### src/rtl/regfile_2r1w_param.sv
// Two-read / one-write register file with a hardware clear sequencer and busy/drop status.
// Optional write-to-read forwarding on both ports is enabled by defining REGFILE_WR_BYPASS_EN.
module regfile_2r1w_param #(
  parameter  int NREGS    = 32,
  parameter  int DATA_W   = 32,
  parameter  int ZERO_REG = 1,
  localparam int AW       = $clog2(NREGS)
) (
  input  logic              clk,
  input  logic              rst,
  input  logic              clear_req,
  output logic              busy,
  input  logic              wen,
  input  logic [AW-1:0]     waddr,
  input  logic [DATA_W-1:0] wdata,
  output logic              wr_drop,
  input  logic [AW-1:0]     raddr0,
  output logic [DATA_W-1:0] rdata0,
  input  logic [AW-1:0]     raddr1,
  output logic [DATA_W-1:0] rdata1
);

  typedef enum logic [1:0] {INIT, READY, CLEAR} state_t;

  state_t              r_state, w_state_nxt;
  logic [AW-1:0]       r_clr_ptr, w_clr_ptr_nxt;
  logic [DATA_W-1:0]   r_mem [NREGS];
  logic                w_zero_wr, w_wr_acc;
  logic [1:0][AW-1:0]     w_raddr;
  logic [1:0][DATA_W-1:0] w_rdata;

  always_ff @(posedge clk or posedge rst) begin
    if (rst) begin
      r_state   <= INIT;
      r_clr_ptr <= '0;
    end else begin
      r_state   <= w_state_nxt;
      r_clr_ptr <= w_clr_ptr_nxt;
    end
  end

  // The clear pointer wraps to 0 on its own after the last entry.
  always_comb begin
    w_state_nxt   = r_state;
    w_clr_ptr_nxt = r_clr_ptr;
    case (r_state)
      INIT, CLEAR: begin
        w_clr_ptr_nxt = r_clr_ptr + 1'b1;
        if (r_clr_ptr == AW'(NREGS-1)) w_state_nxt = READY;
      end
      READY: begin
        if (clear_req) begin
          w_state_nxt   = CLEAR;
          w_clr_ptr_nxt = '0;
        end
      end
      default: w_state_nxt = INIT;
    endcase
  end

  always_comb begin
    busy = (r_state != READY);
  end

  assign w_zero_wr = (ZERO_REG != 0) && (waddr == '0);
  assign w_wr_acc  = !busy && wen && !clear_req && !w_zero_wr;
  assign wr_drop   = wen & (busy | clear_req);

  always_ff @(posedge clk) begin
    if (busy)          r_mem[r_clr_ptr] <= '0;
    else if (w_wr_acc) r_mem[waddr]     <= wdata;
  end

  assign w_raddr[0] = raddr0;
  assign w_raddr[1] = raddr1;

  for (genvar p = 0; p < 2; p++) begin : g_rd
    always_comb begin
      w_rdata[p] = r_mem[w_raddr[p]];
      if (busy)
        w_rdata[p] = '0;
      else if ((ZERO_REG != 0) && (w_raddr[p] == '0))
        w_rdata[p] = '0;
`ifdef REGFILE_WR_BYPASS_EN
      else if (w_wr_acc && (w_raddr[p] == waddr))
        w_rdata[p] = wdata;
`endif
    end
  end

  assign rdata0 = w_rdata[0];
  assign rdata1 = w_rdata[1];

endmodule

### config.mk
export PLATFORM = sky130hd
export DESIGN_NAME = regfile_2r1w_param
export DESIGN_NICKNAME = d
export VERILOG_FILES = /design/src/rtl/regfile_2r1w_param.sv
export SDC_FILE = /design/constraint.sdc
export NUM_CORES = 1
export LEC_CHECK = 0
export CAP_MARGIN = 30
export CELL_PAD_IN_SITES_DETAIL_PLACEMENT = 1
export CELL_PAD_IN_SITES_GLOBAL_PLACEMENT = 2
export CORE_AREA = 2 2 448 228
export CTS_CLUSTER_SIZE = 24
export DETAILED_ROUTE_END_ITERATION = 6
export DIE_AREA = 0 0 450 230
export DONT_BUFFER_PORTS = 1
export PLACE_DENSITY = 0.84
export SYNTH_ARGS = -nofsm -noshare
export SYNTH_HDL_FRONTEND = slang
export SYNTH_SLANG_ARGS = --single-unit
### constraint.sdc
create_clock -name clk -period 4.7 [get_ports clk]
set_input_delay 0.47 -clock clk [delete_from_list [all_inputs] [get_ports clk]]
set_output_delay 0.47 -clock clk [all_outputs]
set_load 0.1 [all_outputs]
==> run summary, run 1 <==
======================================================================================
First drt pass iteration count                                                       6
Portion of total power attributed to combinational logic                         15.6%
Buffer type at the clock tree root                                           clkbuf_16
Switching power summed over all nets                                          6.383 mW
Number of buffers inserted to repair setup after CTS                                 0
Clock tree from TritonCTS                                                          yes
Die area                                                                    103500 um2
# setup viols final                                                                  0
Cell count of the worst hold path                                                    1
Total grt overflow                                                                   0
Number of buffers inserted by port buffering                                         0
Power density over the cells                                              422.4 nW/um2
Clock network fraction of design power                                           34.0%
CP cell instances                                                         and3b_4 -> nor2b_4 -> buf_4 -> a32oi_1 -> nand4_1 -> buf_12
Vias                                                                             31200
Core region area                                                             99320 um2
Number of global-route vias before repair                                        31910
Peak supply drop                                                              276.1 uV
Number of instances in the synthesized netlist                                    2773
Area of combinational cells with multiple inputs                             16340 um2
Final net count                                                                   2871
Overall Global Routing Usage                                                    32.77%
Net count after synthesis                                                         2826
Library cell with the largest summed area after synthesis                     edfxtp_1
Latest clock arrival within the worst-skew pair                                0.70 ns
Mean area per synthesized cell                                               17.46 um2
Final total power                                                             22.83 mW
Number of fill cells in the layout                                                8936
Maximum level of the CTS H-tree                                                      3
Largest fanout of any net on the critical path                                      21
Routed wire length                                                            170.5 mm
Layout cells sized above 1                                                      24.28%
Effective utilization at floorplan                                              48.75%
Post-detailed-route count of antenna-violating nets                                  0
Most used flip-flop cell after synthesis                                      edfxtp_1
Number of buffer and inverter instances along the worst setup path                   2
Number of warnings reported in the yosys synthesis log                               0
Hold Violations, Final                                                               0
R2R cell count                                                                       6
Fmax                                                                        0.2290 GHz
Max-cap check violation count                                                        0
Count of flip-flops with a built-in enable after synthesis                        1024
Antenna violations before repair                                                     6
Signal arrival time at the worst endpoint                                      3.90 ns
Weighted congestion at the end of routability-driven global placement           0.8838
Number of sinks on the clock net                                                  1031
Worst path top cell family by delay                                       simple AND/OR/NAND/NOR gates
Clock transition at path regs                                                  0.07 ns
Setup Slack @ Placement                                                       1.034 ns
Initial detailed-routing violation count                                          4873
Setup slack after layout                                                     0.3323 ns
Launching element type of the critical path                                  flip-flop
Synth Cell Area                                                              48420 um2
Hold crit path type                                                          in -> reg
Required arrival time at the worst endpoint                                    4.23 ns
Maximum number of pins on one net before global-route repair                       292
Outcome                                                                      completed
Shortest clock period the worst path allows after layout                      4.368 ns
Wire length of the first global-routing pass                                  240.9 mm
Peak per-stage delay on the critical path                                      0.76 ns
Post-synth ARST share                                                          0.6790%
Die H                                                                           230 um
Switching portion of total power                                                27.97%
Total CTS buffers                                                                   91
Max-slew violation count                                                             0
Leading cell types by total area after synthesis                          edfxtp_1 (64%), mux4_2 (15%), mux2i_1 (7.9%)
Number of distinct standard cells referenced by the synthesized netlist             56
Number of cells on the critical path                                                 6
Setup TNS after final layout                                                      0 ns
P_leak                                                                        18.82 nW
Sequential cell area fraction in the yosys report                               63.87%
Category of the most critical setup path                                    reg -> out
Kind of capture point of the worst setup path                               output pin
Power Internal                                                                16.44 mW
Post-synthesis sequential element count                                           1031
Max-slew headroom at the worst pin                                              31.47%
Area added between synthesis and finish                                         11.61%
Via density per instance                                                         7.368
Die X-Extent                                                                    450 um
Standard cell with the maximum stage delay on the critical path                dfrtp_1
Unrepaired setup endpoints after global routing                                     no
HPWL reported at the end of detailed placement                                101.3 mm
Number of hold-repair buffers added at the cts stage                                 2
Boundary Pins                                                                      117
Yosys top cell area share                                                       63.51%
Pin slew with the least headroom to its limit                                 1.028 ns
Maximum clock insertion buffer count                                                 3
Storage cell area                                                            30920 um2
DR DRC count                                                                         0
Cells resized by post-CTS repair                                                     0
Final worst path period share                                                   92.93%
Number of core rows                                                                 82
Average wire per standard cell                                                40.27 um
Clk_skew                                                                    0.01670 ns
Register share of total power                                                    50.4%
======================================================================================
==> through the flow <==
stage	util (%)	instance area, um2	cells	hold slack [ns]
6_report	54.41	54040	4234	0.1707
5_1_grt	54.41	54040	4232	0.1518
4_1_cts	54.22	53840	4223	0.1393
3_5_place_dp	51.24	50890	4059	0.3359
3_3_place_gp	50.78	50430	4039	0.3172
2_1_floorplan	-	48420	2773	0.2734
==> path summary, 6_finish.rpt <==
path,from,end,slack (ns)
worst max-delay path,r_state[0],rdata0[10],0.33
worst min-delay path,wdata[19],r_mem[24][19],0.17
worst max register to register,r_state[0],r_mem[18][3],0.85
worst min register to register,r_clr_ptr[4],r_clr_ptr[4],0.66
min in group asynchronous,rst,r_clr_ptr[1],0.22
max in group asynchronous,rst,r_clr_ptr[0],4.22
==> metal layers <==
metal,global-route usage (%),vias to the layer above,share of wire [%]
li1,-,11890,-
met1,49.27,16650,41
met2,46.41,2330,43
met3,8.935,324,14
met4,10.22,6,2.9
met5,0,-,0.021
==> cell usage after synthesis (all sizes together) (5+ instances only) <==
| master | n |
|---|---|
| mux4 | 321 |
| a21oi | 64 |
| edfxtp | 1024 |
| and2 | 35 |
| and3 | 128 |
| nand3b | 7 |
| dfrtp | 7 |
| inv | 7 |
| clkbuf | 106 |
| o21ai | 69 |
| nand2 | 5 |
| nor2b | 7 |
| nor3 | 17 |
| o22ai | 194 |
| nor2 | 23 |
| buf | 136 |
| mux2i | 383 |
| a31oi | 65 |
| nand4 | 63 |
| nand3 | 5 |
| a32oi | 64 |
==> kinds of logic after synthesis <==
family	share of synthesized area (%)
flip-flops	63.87
multiplexers	22.87
AO/OA/AOI/OAI	6.173
AND/OR/NAND/NOR	4.106
buffers and inverters	2.910
adder cells (fa/ha/maj)	0.05167
XOR/XNOR	0.01809
==> power by group through the flow <==
stage	sequential (mW)	clock (mW)	combinational [mW]
2_1_floorplan	11.5	0	2.17
3_3_place_gp	11.6	0	3.27
3_5_place_dp	11.7	0	3.42
4_1_cts	11.5	7.78	3.45
5_1_grt	11.6	8.11	3.62
6_report	11.5	7.76	3.57
==> registers in the layout, indices dropped and copies added, names as in the netlist <==
signal / flops
r_state: 2
r_clr_ptr: 5
r_mem: 1024
==> layout make-up <==
type,instances,area share [%]
sequential,1031,57.22
multi-input combinational,1493,30.24
clock buffer,111,4.510
timing repair buffer,194,3.927
tap,1344,3.112
clock inverter,51,0.9215
inverter,7,0.04862
antenna,3,0.01389
==> cell usage in the layout, fill, tap and decap left out, types with 3 or more instances in the layout <==
cell type,n
a31oi_1,63
buf_8,4
clkinv_2,17
nand4_1,63
or3b_2,4
diode_2,3
edfxtp_1,1024
nor2_1,7
clkinv_1,19
o21ai_1,22
a21oi_1,62
clkbuf_16,96
buf_16,20
o22ai_1,194
nor3_2,17
mux4_2,321
clkbuf_1,16
buf_12,17
nand2_1,5
buf_4,150
nor2b_1,4
a32oi_1,64
nand3b_1,7
nand3_1,5
nor4bb_1,3
inv_1,7
nor2_4,16
dfrtp_1,7
nor2b_4,3
and2_1,32
nand4b_1,3
nor3b_4,3
mux2i_1,383
o21ai_0,47
bufinv_16,10
and3_1,128
Power figures use the tool's default switching activity.
==> run 2: changes to the inputs <==
==> config.mk (replaced) <==
export PLATFORM = sky130hd
export DESIGN_NAME = regfile_2r1w_param
export DESIGN_NICKNAME = d
export VERILOG_FILES = /design/src/rtl/regfile_2r1w_param.sv
export SDC_FILE = /design/constraint.sdc
export NUM_CORES = 1
export LEC_CHECK = 0
export ABC_CLOCK_PERIOD_IN_PS = 5500
export CAP_MARGIN = 30
export CELL_PAD_IN_SITES_DETAIL_PLACEMENT = 1
export CELL_PAD_IN_SITES_GLOBAL_PLACEMENT = 2
export CORE_AREA = 2 2 530 269
export CTS_CLUSTER_SIZE = 24
export DETAILED_ROUTE_END_ITERATION = 6
export DIE_AREA = 0 0 532 271
export DONT_BUFFER_PORTS = 1
export PLACE_DENSITY = 0.65
export SYNTH_ARGS = -nofsm -noshare
export SYNTH_HDL_FRONTEND = slang
export SYNTH_SLANG_ARGS = --single-unit
==> constraint.sdc (replaced) <==
create_clock -name clk -period 5.5 [get_ports clk]
set_input_delay 0.55 -clock clk [delete_from_list [all_inputs] [get_ports clk]]
set_output_delay 0.55 -clock clk [all_outputs]
set_load 0.1 [all_outputs]
==> run 2 against run 1 <==
  * The flow now finishes with violations (max-slew violations)
  * Sequential power down 15%
  * Clock power down 12%
  * Setup slack better by 0.47 ns
  * Clock-buffer cell count up 5
  * Via count down 2.9%
  * Highest routed layer unchanged
==> run summary, run 2 (synthesized netlist as in run 1, its figures left out) <==
=====================================================================================
Clock tree from TritonCTS                                                         yes
Clock transition at path regs                                                 0.06 ns
Antenna violations before repair                                                   15
Final total power                                                            19.70 mW
Worst hold slack across all endpoints                                       0.1413 ns
Initial detailed-routing violation count                                         4327
Shortest clock period the worst path allows after layout                     4.693 ns
Number of global-route vias before repair                                       30920
Vias                                                                            30300
Launching element type of the critical path                                 input pin
Hold Violations, Final                                                              0
Required arrival time at the worst endpoint                                   4.95 ns
Commonest cells after routing, fill and taps aside                       edfxtp_1 (1024), mux2i_1 (383), mux4_2 (321)
Hold crit path type                                                         in -> reg
Final net count                                                                  2858
Standard cell area after detailed placement                                 51210 um2
Max-slew violation count                                                          219
Peak supply drop                                                             234.3 uV
Pin slew with the least headroom to its limit                                2.412 ns
Kind of capture point of the worst setup path                              output pin
Number of core rows                                                                97
Die X-Extent                                                                   532 um
HPWL reported at the end of detailed placement                               109.1 mm
Most frequent standard cell in the layout excluding fill and tap cells       edfxtp_1
Final worst path period share                                                  85.34%
Maximum level of the CTS H-tree                                                     3
Number of buffers inserted by port buffering                                        0
Layout cells sized above 1                                                     23.94%
Max-cap check violation count                                                       0
Average wire per standard cell                                               38.80 um
First drt pass iteration count                                                      5
Outcome                                                                  finished with violations
Origin of the worst min-delay path                                           wdata[4]
Routed wire length                                                           185.5 mm
Cell count of the worst hold path                                                   1
CP cell instances                                                        mux4_2 -> a31oi_1 -> nand4_1 -> buf_4
Total grt overflow                                                                  0
Latest clock arrival within the worst-skew pair                               0.73 ns
Number of fill cells in the layout                                              13500
Design area                                                                 54540 um2
Category of the most critical setup path                                    in -> out
Largest fanout of any net on the critical path                                    290
Effective utilization at floorplan                                             34.78%
Signal arrival time at the worst endpoint                                     4.14 ns
Maximum clock insertion buffer count                                                3
Register with the most flip-flops                                               r_mem
Worst Setup SP                                                              raddr1[1]
Standard cell with the maximum stage delay on the critical path                mux4_2
Number of flip-flops in the largest register                                     1024
Worst-case register-to-register setup slack                                   1.67 ns
Failing checks                                                           max-slew violations
Peak per-stage delay on the critical path                                     1.22 ns
Power density over the cells                                             361.2 nW/um2
# setup viols final                                                                 0
Core region area                                                           139200 um2
Setup TNS after final layout                                                     0 ns
Maximum number of pins on one net before global-route repair                      292
DR DRC count                                                                        0
Total CTS buffers                                                                  96
Number of standard cells in the layout, taps in and fillers out                  4781
Placed Instances                                                                 4577
Number of sinks on the clock net                                                 1031
Fmax                                                                       0.2131 GHz
Overall Global Routing Usage                                                   25.33%
Die area                                                                   144200 um2
Die H                                                                          271 um
P_leak                                                                       18.76 nW
Launching point of the worst reg2reg path                                  r_state[0]
Weighted congestion at the end of routability-driven global placement          0.8288
Area added between synthesis and finish                                        12.64%
Cells resized by post-CTS repair                                                    0
Clk_skew                                                                   0.02573 ns
Buffer type at the clock tree root                                          clkbuf_16
Hold endpoint                                                            r_mem[27][4]
Via density per instance                                                        6.338
R2R cell count                                                                      7
Leading registers by flop count                                          r_mem (1024), r_clr_ptr (5), r_state (2)
Boundary Pins                                                                     117
Post-detailed-route count of antenna-violating nets                                 0
Wire length of the first global-routing pass                                 255.9 mm
Max-slew headroom at the worst pin                                            -60.83%
End of the worst register-to-register path                               r_mem[10][24]
Unrepaired setup endpoints after global routing                                    no
=====================================================================================
run 2: cell types whose count changed in the layout (fill, tap and decap cells not counted), moves of 3 or more:
cell and delta:
buf_12 -11, diode_2 +11, buf_16 -7, buf_4 -6
clkinv_1 +6, clkbuf_16 +5, clkinv_8 +4, buf_8 +3
clkbuf_1 +3, clkinv_2 +3
run 2: final cells by class:
cell class	instances	area (um2)	area share, %
sequential	1031	30920	56.70
multi-input combinational	1493	16350	29.97
clock buffer	116	2499	4.581
tap	1881	2354	4.315
timing repair buffer	176	1784	3.271
clock inverter	63	571.8	1.048
antenna	14	35.03	0.06423
inverter	7	26.28	0.04818
run 2: metrics by stage:
| stage | util [%] | worst slack (ns) |
|---|---|---|
| 3_5_place_dp | 36.79 | 1.758 |
| 5_1_grt | 39.15 | 0.8654 |
| 2_1_floorplan | - | 1.129 |
| 4_1_cts | 39.01 | 0.9763 |
| 6_report | 39.18 | 0.8065 |
| 3_3_place_gp | 36.51 | 1.701 |
run 2: metal layers:
metal	vias to the layer above	GRT usage, %	routed length [um]
met2	1634	35.45	77470
met5	-	0	59
met1	16590	38.52	84300
met4	8	5.256	3419
li1	11870	-	-
met3	206	7.464	20270
run 2: worst max-delay path, delay by kind of cell:
kind / cells / cell delay, ns
muxes: 1 / 1.22
AOI/OAI and AO/OA: 1 / 0.47
and+or+nand+nor: 1 / 0.45
buffers and inverters: 1 / 0.40
run 2: how the worst max path moves through the flow:
stage | end | cells past startpoint
6_report | rdata1[3] | 4
5_1_grt | rdata0[16] | 7
4_1_cts | rdata0[17] | 7
3_5_place_dp | r_mem[10][17] | 7
3_3_place_gp | rdata1[28] | 6
2_1_floorplan | r_mem[11][0] | 5
run 2: power breakdown:
group	total [mW]	switching (mW)	internal, mW
Sequential	9.81	0.342	9.46
Clock	6.82	3.15	3.67
Combinational	3.07	2.11	0.960
run 2: timing repair:
| item | in CTS | in global routing |
|---|---|---|
| buffers inserted | 0 | 0 |
| hold buffers | 2 | 0 |
| hold endpoints to repair | 8 | 0 |
| setup endpoints to repair | 0 | 0 |
